===== config.mk =====
export PLATFORM = sky130hd
export DESIGN_NAME = hit_event_router
export DESIGN_NICKNAME = d
export VERILOG_FILES = /design/src/rtl/hit_router_pkg.sv /design/src/rtl/hit_priority_pick.sv /design/src/rtl/hit_event_router.sv
export SDC_FILE = /design/constraint.sdc
export NUM_CORES = 1
export LEC_CHECK = 0
export BUFFER_PORTS_ARGS = -buffer_cell sky130_fd_sc_hd__buf_2
export CAP_MARGIN = 20
export CORE_AREA = 3 3 73 75
export CTS_CLUSTER_DIAMETER = 80
export DETAILED_ROUTE_END_ITERATION = 12
export DIE_AREA = 0 0 76 78
export PLACE_DENSITY_LB_ADDON = 0.25
export SETUP_SLACK_MARGIN = 0.05
export SYNTH_ARGS = -nofsm -noshare
export SYNTH_HDL_FRONTEND = slang
export SYNTH_SLANG_ARGS = --single-unit
export TNS_END_PERCENT = 1

===== constraint.sdc =====
create_clock -name clk -period 1.6 [get_ports clk]
set_clock_uncertainty 0.05 [all_clocks]
set_input_delay 0.16 -clock clk [delete_from_list [all_inputs] [get_ports clk]]
set_output_delay 0.16 -clock clk [all_outputs]
set_load 0.005 [all_outputs]

===== src/rtl/hit_router_pkg.sv =====
// Shared types and defaults for the hit event router.
package hit_router_pkg;

  localparam int unsigned DEFAULT_NUM_OBJ = 4;
  localparam int unsigned DEFAULT_EDGE_W  = 4;

  typedef logic [$clog2(DEFAULT_NUM_OBJ)-1:0] obj_id_t;
  typedef logic [DEFAULT_EDGE_W-1:0]          edge_t;

  typedef enum logic [0:0] {
    COLLECT,
    REPORT
  } state_t;

endpackage


===== src/rtl/hit_priority_pick.sv =====
// Lowest-set-index finder: idx is the lowest asserted bit of req, any flags a non-empty req.
module hit_priority_pick #(
  parameter int unsigned N   = 4,
  parameter int unsigned IdW = (N > 1) ? $clog2(N) : 1
) (
  input  logic [N-1:0]   req,
  output logic [IdW-1:0] idx,
  output logic           any
);

  // Scan from the top down so the lowest set bit is written last and wins.
  always_comb begin
    idx = '0;
    any = |req;
    for (int i = N - 1; i >= 0; i--) begin
      if (req[i]) idx = IdW'(i);
    end
  end

endmodule


===== src/rtl/hit_event_router.sv =====
// Collision accumulator and per-frame event dispatcher.
// Optional HIT_OVERRUN_CNT_EN adds an 8-bit saturating count of discarded events.
module hit_event_router
  import hit_router_pkg::*;
#(
  parameter int unsigned NUM_OBJ = DEFAULT_NUM_OBJ,
  parameter int unsigned EDGE_W  = DEFAULT_EDGE_W
) (
  input  logic                        clk,
  input  logic                        reset,
  input  logic                        startOfFrame,
  input  logic                        playerDrawingRequest,
  input  logic [NUM_OBJ-1:0]          objDrawingRequest,
  input  logic [NUM_OBJ*EDGE_W-1:0]   objHitEdgeCode,
  output logic                        evt_valid,
  input  logic                        evt_ready,
  output logic [$clog2(NUM_OBJ)-1:0]  evt_id,
  output logic [EDGE_W-1:0]           evt_edge,
  output logic                        overrun,
`ifdef HIT_OVERRUN_CNT_EN
  output logic [7:0]                  overrun_cnt,
`endif
  output logic                        frame_busy
);

  localparam int unsigned IdW  = $clog2(NUM_OBJ);

  logic [NUM_OBJ-1:0]        pix_hit;
  logic [NUM_OBJ*EDGE_W-1:0] pix_edge;
  logic [NUM_OBJ-1:0]        acc_hit_q, acc_hit_d;
  logic [NUM_OBJ*EDGE_W-1:0] acc_edge_q, acc_edge_d;
  logic [NUM_OBJ-1:0]        rep_hit_q, rep_hit_d, pending;
  logic [NUM_OBJ*EDGE_W-1:0] rep_edge_q, rep_edge_d;
  logic                      accept;
  logic                      drop;
  logic [IdW-1:0]            pick_id;
  logic                      pick_any;
  logic [EDGE_W-1:0]         pick_edge;
  state_t                    state;

  // Current-pixel hits: an object counts only where the player also draws.
  always_comb begin
    pix_hit  = '0;
    pix_edge = '0;
    for (int i = 0; i < NUM_OBJ; i++) begin
      pix_hit[i] = playerDrawingRequest & objDrawingRequest[i];
      if (pix_hit[i]) pix_edge[i*EDGE_W +: EDGE_W] = objHitEdgeCode[i*EDGE_W +: EDGE_W];
    end
  end

  // Accumulator next state; the boundary pixel starts the new frame.
  always_comb begin
    if (startOfFrame) begin
      acc_hit_d  = pix_hit;
      acc_edge_d = pix_edge;
    end else begin
      acc_hit_d  = acc_hit_q | pix_hit;
      acc_edge_d = acc_edge_q | pix_edge;
    end
  end

  // Snapshot next state: retire the accepted event, or replace everything at a frame boundary.
  always_comb begin
    accept  = evt_valid & evt_ready;
    pending = rep_hit_q;
    if (accept) pending[evt_id] = 1'b0;
    drop = startOfFrame & (|pending);
    if (startOfFrame) begin
      rep_hit_d  = acc_hit_q;
      rep_edge_d = acc_edge_q;
    end else begin
      rep_hit_d  = pending;
      rep_edge_d = rep_edge_q;
    end
    pick_edge = rep_edge_d[pick_id*EDGE_W +: EDGE_W];
  end

  hit_priority_pick #(
    .N   (NUM_OBJ),
    .IdW (IdW)
  ) u_pick (
    .req (rep_hit_d),
    .idx (pick_id),
    .any (pick_any)
  );

`ifdef HIT_OVERRUN_CNT_EN
  localparam int unsigned CntW = $clog2(NUM_OBJ + 1);
  logic [CntW-1:0] drop_cnt;
  logic [8:0]      cnt_sum;

  // Number of events thrown away by this boundary, added with saturation.
  always_comb begin
    drop_cnt = '0;
    for (int i = 0; i < NUM_OBJ; i++) drop_cnt = drop_cnt + CntW'(pending[i]);
    cnt_sum = {1'b0, overrun_cnt} + 9'(drop_cnt);
  end

  // Saturating overrun event counter.
  always_ff @(posedge clk) begin
    if (reset) overrun_cnt <= '0;
    else if (drop) overrun_cnt <= cnt_sum[8] ? 8'hff : cnt_sum[7:0];
  end
`endif

  // FSM with registered outputs; the event presented is always the lowest pending index.
  always_ff @(posedge clk) begin
    if (reset) begin
      state      <= COLLECT;
      acc_hit_q  <= '0;
      acc_edge_q <= '0;
      rep_hit_q  <= '0;
      rep_edge_q <= '0;
      evt_valid  <= 1'b0;
      evt_id     <= '0;
      evt_edge   <= '0;
      overrun    <= 1'b0;
      frame_busy <= 1'b0;
    end else begin
      acc_hit_q  <= acc_hit_d;
      acc_edge_q <= acc_edge_d;
      rep_hit_q  <= rep_hit_d;
      rep_edge_q <= rep_edge_d;
      evt_valid  <= pick_any;
      evt_id     <= pick_id;
      evt_edge   <= pick_any ? pick_edge : '0;
      if (drop) overrun <= 1'b1;
      unique case (state)
        COLLECT: begin
          if (startOfFrame && pick_any) begin
            state      <= REPORT;
            frame_busy <= 1'b1;
          end
        end
        REPORT: begin
          if (!pick_any) begin
            state      <= COLLECT;
            frame_busy <= 1'b0;
          end
        end
        default: begin
          state      <= COLLECT;
          frame_busy <= 1'b0;
        end
      endcase
    end
  end

endmodule


==> impl_metrics.py, run 1 <==
metrics = {
    "floorplan": {
        "row_count": 25,
        "die_y_um": 78,
        "num_io_pins": 34,
        "die_w_um": 76,
        "start_util_pct": 44.08,
        "die-area_um2": 5928,
        "core_um2": 4723,
    },
    "power": {
        "power_density_nw_per_um2": 928.0,
        "peakVddDrop_uv": 557.9,
        "p_leak_nw": 1.056,
    },
    "yosys": {
        "syn_avg_cell_area_um2": 9.594,
        "mappedNetlistNets": 242,
        "synth_most_common_cell": "dfxtp_1",
        "synth_ff_type": "dfxtp_1",
        "synth_top_area_share_pct": 48.08,
        "netlist_top_cells_count": "dfxtp_1 (50), nor2_1 (37), a32oi_1 (19), mux2i_1 (14), nor2b_1 (12)",
        "synthCells": 217,
        "yosysWarnings": 0,
        "synth_edf_count": 0,
        "syn-cell-area_um2": 2082,
        "ys_seq_area_share_pct": 48.08,
        "synth_area_leaders": "dfxtp_1 (48%), a32oi_1 (8.0%), mux2i_1 (6.7%)",
        "ys_ff_latch": 50,
        "synthArstFlopShare_pct": 0,
        "synthDistinctLibCells": 37,
        "synth.largest_area_cell": "dfxtp_1",
    },
    "critical_path": {
        "critPathCaptureType": "flip-flop",
        "required_ns": 1.74,
        "crit_type": "reg2reg",
        "crit_start": "evt_id[0]",
        "max_stage_delay_ns": 0.41,
        "slowest_stage": "dfxtp_4",
        "start_kind": "flip-flop",
        "cp_cell_sequence": "mux2i_4 -> a21oi_4 -> o41ai_4 -> buf_4 -> o2bb2ai_2",
        "crit_path_end": "evt_edge[3]",
        "worstSetupPathDepth": 5,
        "crit_fanout": 6,
        "r2r_cells": 5,
        "cp_num_buf_inv": 1,
        "r2r_end": "evt_edge[3]",
        "cp_top_family": "compound AO/OA/AOI/OAI gates",
        "rrSetupSlack_ns": 0.08,
        "r2r-start": "evt_id[0]",
        "worstPathArrival_ns": 1.66,
    },
    "sta": {
        "post-route-period-util_pct": 94.96,
        "hold_viol_final": 0,
        "rsz0062_at_grt": "yes",
        "fmax_mhz": 658.2,
        "final.setup.tns_ns": 0,
        "finalCriticalPeriod_ns": 1.519,
        "relSlewSlack_pct": 67.81,
        "report.final.setup_viol": 0,
        "slew_violations": 0,
        "worst_pin_slew_ns": 0.4778,
        "holdWs_ns": 0.06749,
    },
    "cells_and_area": {
        "syn_to_final_growth_pct": 23.44,
        "fillers": 456,
        "multi_input_area_um2": 1105,
        "diodes": 0,
        "drive_gt1_share_pct": 31.64,
        "postLayoutCoreUtil_pct": 54.41,
        "num-nets-final": 280,
        "regArea_um2": 1010,
    },
    "global_route": {
        "gr-usage-met1_pct": 22.55,
        "use_met3_pct": 3.828,
        "grt_pass1_vias": 1627,
        "grt_usage_pct": 16.51,
        "grt_max_degree": 35,
        "antenna_found_initial": 0,
        "overflow": 0,
        "use_met2_pct": 25.35,
        "grt_pass1_wl_mm": 7.810,
        "busiest_layer": "met2",
    },
    "clock_network": {
        "cts.path.max_buffers": 2,
        "cts_root_buffer": "clkbuf_8",
        "cts_tree": "yes",
        "clock_latency_ns": 0.30,
        "cts_made_buffers": 5,
        "path_clk_slew_ns": 0.09,
        "cts.sinks": 50,
        "cts_htree_levels": 2,
    },
    "detailed_routing": {
        "drc": 0,
        "vias": 1731,
        "dr.first_iter.drc_count": 78,
        "postRouteAntennaNets": 0,
        "avgViaCountPerCell": 5.359,
        "routedWlPerCell_um": 14.54,
        "dr.pass1.iters": 4,
        "drt-total-wl_mm": 4.695,
    },
    "worst_hold_path": {
        "hp-class": "in2reg",
    },
    "outcome": {
        "status": "completed",
    },
    "placement": {
        "numPortBuffers": 33,
        "hpwl_mm": 3.317,
        "place_congestion": 0.8045,
    },
    "job": {
        "maxCapViolations": 0,
    },
}
-- layout by cell type (no fill, tap or decap), types with 4 or more instances in the layout --
master    count
dfxtp_1      47
nor2_1       36
buf_2        33
a32oi_1      19
mux2i_1      13
nor2b_1      12
buf_4        12
a21oi_1       9
o21ai_0       6
mux2_2        6
clkbuf_8      6
nand2_1       5
inv_1         5
a22oi_1       4
-- final cells by class --
cell class	instances	area share, %
inverters	6	0.8763
flip-flops and latches	50	39.29
clock inverters	2	0.4382
well taps	67	3.262
repair buffers	45	9.932
multi-input cells	147	42.99
clock buffers	6	3.213
-- tightest hold or removal path, delay by kind of cell --
family / cells / cell delay (ns)
compound gates: 1 / 0.08
buf+inv: 1 / 0.08
simple gates: 1 / 0.07
-- routing by layer --
layer / vias to the layer above / part of all wire (%)
met5: - / 0
met4: 0 / 1.3
met3: 6 / 3.3
met2: 28 / 46
met1: 822 / 49
li1: 875 / -
-- power breakdown --
| group | total (mW) | switching, mW | internal (mW) |
|---|---|---|---|
| clock network | 0.760 | 0.411 | 0.349 |
| logic | 0.295 | 0.158 | 0.137 |
| registers | 1.33 | 0.0404 | 1.29 |
| total | 2.38 | 0.609 | 1.78 |
-- flip-flops by register name, indices dropped and copies added, names as in the netlist --
signal and count:
rep_edge_q 16, acc_hit_q 4, evt_id 2, rep_hit_q 4, evt_edge 4, frame_busy 1
overrun 1, acc_edge_q 16, state 1, evt_valid 1
-- repair_timing --
| item | in CTS | in global routing |
|---|---|---|
| setup buffers | 0 | 0 |
| setup endpoints to repair | 4 | 7 |
| gates cloned | 0 | 0 |
| pin swaps | 0 | 6 |
| gates resized for setup | 2 | 15 |
| hold buffers | 0 | 0 |
-- kinds of logic (layout without fill, tap and decap cells) --
kind of cell / after synthesis / after routing / share of synthesized area, %
and+or+nand+nor: 69 / 69 / 16.29
DFF: 50 / 50 / 48.08
muxes: 20 / 20 / 9.976
AOI/OAI and AO/OA: 58 / 58 / 21.82
buffers and inverters: 20 / 59 / 3.846
-- how the worst min path moves through the flow --
stage                               startpoint            end  slack (ns)  cells after the start
after floorplan           objDrawingRequest[0]   acc_hit_q[0]        0.25                      2
after global placement       objHitEdgeCode[2]  acc_edge_q[2]        0.37                      3
after detailed placement     objHitEdgeCode[2]  acc_edge_q[2]        0.38                      3
after CTS                    objHitEdgeCode[2]  acc_edge_q[2]        0.06                      3
after global routing         objHitEdgeCode[3]  acc_edge_q[3]        0.08                      3
final                        objHitEdgeCode[1]  acc_edge_q[1]        0.07                      3
-- through the flow --
stage / cells / area [µm²] / power, mW / setup WS, ns
2_1_floorplan: 217 / 2091 / 1.515 / 0.04632
3_3_place_gp: 315 / 2372 / 1.626 / 0.04411
3_5_place_dp: 315 / 2372 / 1.629 / 0.05117
4_1_cts: 323 / 2486 / 2.393 / 0.05179
5_1_grt: 323 / 2570 / 2.492 / 0.02940
6_report: 323 / 2570 / 2.385 / 0.08070
Power figures use the tool's default switching activity.
==> run 2, diff against run 1 <==
Settings changed: PLACE_DENSITY set to 0.66, PLACE_DENSITY_LB_ADDON 0.25 to not set.
==> impl_metrics.py, run 2 (synthesis results as in run 1) <==
metrics = {
    "outcome": {
        "status": "completed",
    },
    "sta": {
        "holdWs_ns": 0.07835,
        "finalCriticalPeriod_ns": 1.541,
        "hold_viol_final": 0,
        "report.final.setup_viol": 0,
        "rsz0062_at_grt": "yes",
        "relSlewSlack_pct": 75.56,
        "slew_violations": 0,
        "worst_pin_slew_ns": 0.3665,
        "post-route-period-util_pct": 96.34,
        "fmax_mhz": 648.8,
    },
    "critical_path": {
        "crit_fanout": 5,
        "max_stage_delay_ns": 0.37,
        "start_kind": "flip-flop",
        "critPathCaptureType": "flip-flop",
        "rrSetupSlack_ns": 0.06,
        "required_ns": 1.78,
        "cp_num_buf_inv": 1,
        "cp_cell_sequence": "buf_4 -> nand4_1 -> o2111ai_4 -> mux2i_1 -> a21oi_1 -> o2bb2ai_1",
        "r2r-start": "evt_id[0]",
        "slowest_stage": "dfxtp_4",
        "r2r_cells": 6,
        "worstPathArrival_ns": 1.72,
        "r2r_end": "evt_edge[0]",
        "cp_top_family": "compound AO/OA/AOI/OAI gates",
        "crit_type": "reg2reg",
    },
    "power": {
        "p_leak_nw": 1.062,
        "peakVddDrop_uv": 488.9,
        "power_density_nw_per_um2": 900.2,
    },
    "cells_and_area": {
        "fillers": 421,
        "multi_input_area_um2": 1047,
        "regArea_um2": 1011,
        "layout_commonest_cell": "dfxtp_1",
        "largestRegisters": "acc_edge_q (16), rep_edge_q (16)",
        "num-nets-final": 287,
        "layout_common_cells": "dfxtp_1 (46), nor2_1 (36), buf_2 (33)",
        "syn_to_final_growth_pct": 22.60,
        "fin_cells": 329,
        "diodes": 0,
        "drive_gt1_share_pct": 30.15,
    },
    "placement": {
        "hpwl_mm": 3.300,
        "numPortBuffers": 33,
        "placed_cells": 318,
        "place_congestion": 0.8636,
    },
    "floorplan": {
        "die_y_um": 78,
        "core_um2": 4723,
        "die_w_um": 76,
        "die-area_um2": 5928,
        "num_io_pins": 34,
        "row_count": 25,
        "start_util_pct": 44.08,
    },
    "clock_network": {
        "cts.sinks": 50,
        "cts_htree_levels": 2,
        "cts_tree": "yes",
        "cts_root_buffer": "clkbuf_8",
        "path_clk_slew_ns": 0.08,
        "clock_latency_ns": 0.29,
        "cts.path.max_buffers": 2,
        "cts_made_buffers": 5,
        "hold_buffers": 0,
    },
    "detailed_routing": {
        "routedWlPerCell_um": 14.03,
        "avgViaCountPerCell": 5.325,
        "drc": 0,
        "dr.first_iter.drc_count": 119,
        "dr.pass1.iters": 4,
        "postRouteAntennaNets": 0,
        "drt-total-wl_mm": 4.617,
        "vias": 1752,
    },
    "worst_hold_path": {
        "hp-start": "objHitEdgeCode[1]",
        "holdPathEnd": "acc_edge_q[1]",
        "hp-class": "in2reg",
        "hold_depth": 3,
    },
    "global_route": {
        "overflow": 0,
        "grt_usage_pct": 16.12,
        "grt_max_degree": 29,
        "grt_pass1_wl_mm": 7.852,
        "grt_pass1_vias": 1571,
        "antenna_found_initial": 0,
    },
    "job": {
        "maxCapViolations": 0,
    },
}
-- run 2: worst register-to-register path, stage by stage (launching register included) --
cell       delay [ns]
dfxtp_4          0.37
buf_4            0.13
nand4_1          0.17
o2111ai_4        0.20
mux2i_1          0.16
a21oi_1          0.25
o2bb2ai_1        0.14
-- run 2: worst max-delay path by stage --
stage / from / end / slack (ns) / depth (start not counted)
final: evt_id[0] / evt_edge[0] / 0.06 / 6
after global routing: evt_id[0] / overrun / -0.01 / 5
after CTS: evt_id[0] / evt_edge[2] / 0.04 / 6
after detailed placement: evt_id[0] / evt_edge[1] / -0.06 / 5
after global placement: evt_id[0] / evt_edge[1] / 0.01 / 5
after floorplan: evt_id[0] / evt_edge[1] / 0.05 / 5
-- run 2: power breakdown --
part           total [mW]  switching, mW  internal, mW
Sequential           1.33         0.0359          1.29
Clock               0.669          0.368         0.301
Combinational       0.303          0.158         0.145
Total                2.30          0.562          1.74
-- run 2: layer usage --
layer	track usage (%)	vias up	wire, µm
met5	0	-	0
met4	5.797	0	73
met3	3.364	6	212
met2	24.20	47	2022
met1	22.83	811	2308
li1	-	888	-
-- run 2: final cells by class --
class / count / area share [%]
multi-input combinational: 147 / 41.03
sequential: 50 / 39.61
timing repair buffer: 52 / 12.21
tap: 67 / 3.284
clock buffer: 7 / 2.990
inverter: 6 / 0.8824
-- run 2: metrics by stage --
| step | utilization, % | instance area, µm² | power (mW) | setup WS [ns] | setup TNS (ns) |
|---|---|---|---|---|---|
| detailed placement | 50.70 | 2395 | 1.634 | -0.05560 | -0.1004 |
| global placement | 50.70 | 2395 | 1.631 | 0.01140 | 0 |
| global route | 54.04 | 2552 | 2.423 | -0.01212 | -0.01490 |
| floorplan | - | 2091 | 1.515 | 0.04632 | 0 |
| CTS | 53.27 | 2516 | 2.317 | 0.04291 | 0 |
| finish | 54.04 | 2552 | 2.298 | 0.05863 | 0 |
-- run 2: repair_timing --
| action | CTS | global route |
|---|---|---|
| pin swaps | 2 | 7 |
| setup buffers | 4 | 0 |
| endpoints found under the hold margin | 0 | 0 |
| resized for setup | 4 | 7 |
| endpoints found under the setup margin | 4 | 8 |
==> run 3, diff against run 2 <==
Settings changed: CORE_AREA 3 3 73 75 to 2 2 76 78, DIE_AREA 0 0 76 78 to 0 0 78 80, PLACE_DENSITY 0.66 to not set.
==> impl_metrics.py, run 3 (synthesis results as in run 1) <==
metrics = {
    "outcome": {
        "status": "completed",
    },
    "cells_and_area": {
        "layout_commonest_cell": "dfxtp_1",
        "num-nets-final": 280,
        "fillers": 525,
        "fin_area_um2": 2585,
        "layout_common_cells": "dfxtp_1 (45), nor2_1 (36), buf_2 (33)",
        "syn_to_final_growth_pct": 24.16,
        "postLayoutCoreUtil_pct": 47.82,
        "drive_gt1_share_pct": 31.25,
        "largestRegisters": "acc_edge_q (16), rep_edge_q (16)",
        "diodes": 0,
    },
    "clock_network": {
        "cts_htree_levels": 2,
        "clock_latency_ns": 0.30,
        "cts_tree": "yes",
        "cts_made_buffers": 5,
        "path_clk_slew_ns": 0.09,
        "cts.path.max_buffers": 2,
        "cts_root_buffer": "clkbuf_8",
        "cts_setup_buffers": 0,
        "cts.sinks": 50,
        "hold_buffers": 0,
    },
    "sta": {
        "holdWs_ns": 0.06740,
        "rsz0062_at_grt": "yes",
        "worst_pin_slew_ns": 0.5092,
        "finalCriticalPeriod_ns": 1.529,
        "report.final.setup_viol": 0,
        "slew_violations": 0,
        "worst_slack_ns": 0.07122,
        "fmax_mhz": 654.1,
        "hold_viol_final": 0,
        "post-route-period-util_pct": 95.55,
        "relSlewSlack_pct": 65.69,
    },
    "detailed_routing": {
        "drt-total-wl_mm": 4.965,
        "routedWlPerCell_um": 15.14,
        "postRouteAntennaNets": 0,
        "drc": 0,
        "dr.first_iter.drc_count": 98,
        "avgViaCountPerCell": 5.338,
        "dr.pass1.iters": 4,
        "vias": 1751,
    },
    "floorplan": {
        "start_util_pct": 38.52,
        "die_w_um": 78,
        "core_um2": 5405,
        "die-area_um2": 6240,
        "num_io_pins": 34,
        "die_y_um": 80,
        "row_count": 27,
    },
    "placement": {
        "pre_cts_slack_ns": -0.01251,
        "numPortBuffers": 33,
        "place_congestion": 0.8600,
        "place_area_um2": 2391,
        "hpwl_mm": 3.506,
    },
    "critical_path": {
        "crit_type": "reg2reg",
        "start_kind": "flip-flop",
        "required_ns": 1.75,
        "crit_fanout": 6,
        "critPathCaptureType": "flip-flop",
        "worstPathArrival_ns": 1.68,
    },
    "global_route": {
        "grt_max_degree": 45,
        "grt_pass1_wl_mm": 8.369,
        "antenna_found_initial": 0,
        "grt_usage_pct": 17.25,
        "overflow": 0,
        "grt_pass1_vias": 1641,
    },
    "worst_hold_path": {
        "hp-class": "in2reg",
    },
    "power": {
        "peakVddDrop_uv": 475.0,
        "power_density_nw_per_um2": 922.8,
        "p_leak_nw": 1.050,
        "finalPower_mw": 2.385,
    },
    "job": {
        "maxCapViolations": 0,
    },
}
run 3: report_power, final:
group          switching (mW)  internal, mW  total [mW]
logic                   0.159         0.141       0.300
clock network           0.404         0.349       0.754
registers              0.0431          1.29        1.33
total                   0.606          1.78        2.39
run 3: per-stage QoR:
step | TNS (ns) | instances
final | 0 | 328
after global routing | 0 | 328
after CTS | 0 | 328
after detailed placement | -0.01251 | 320
after global placement | 0 | 320
after floorplan | 0 | 217
run 3: metal layers:
metal,up-vias,GRT usage (%),share of wire (%)
met5,-,0,0
met2,32,27.59,46
met3,5,3.620,3.6
met1,838,22.97,49
li1,876,-,-
met4,0,6.316,1.6
run 3: worst paths after layout:
kind | slack, ns | end | cells after the start | start
worst max-delay path | 0.07 | evt_edge[1] | 5 | evt_id[0]
worst min-delay path | 0.07 | acc_edge_q[0] | 3 | objHitEdgeCode[0]
worst max register to register | 0.07 | evt_edge[1] | 5 | evt_id[0]
worst min register to register | 0.43 | state | 2 | state
run 3: final cells by class:
class                           instances  area, µm²  area share [%]
Inverter                                6      22.52          0.8712
Sequential cell                        50       1015           39.25
Timing Repair Buffer                   45      267.8           10.36
Tap cell                               72      90.09           3.485
Multi-Input combinational cell        147       1099           42.50
Clock inverter                          1      5.005          0.1936
Clock buffer                            7      86.33           3.340
run 3: what timing repair did:
item,in CTS,in global routing
gates cloned,0,0
resized for setup,2,18
endpoints found under the setup margin,4,7
pin swaps,0,4
run 3: critical path, cell delays in order (launching register included):
cell	delay (ns)
dfxtp_4	0.41
mux2i_4	0.25
a21oi_4	0.10
o41ai_4	0.33
nor2_2	0.06
a22o_1	0.23
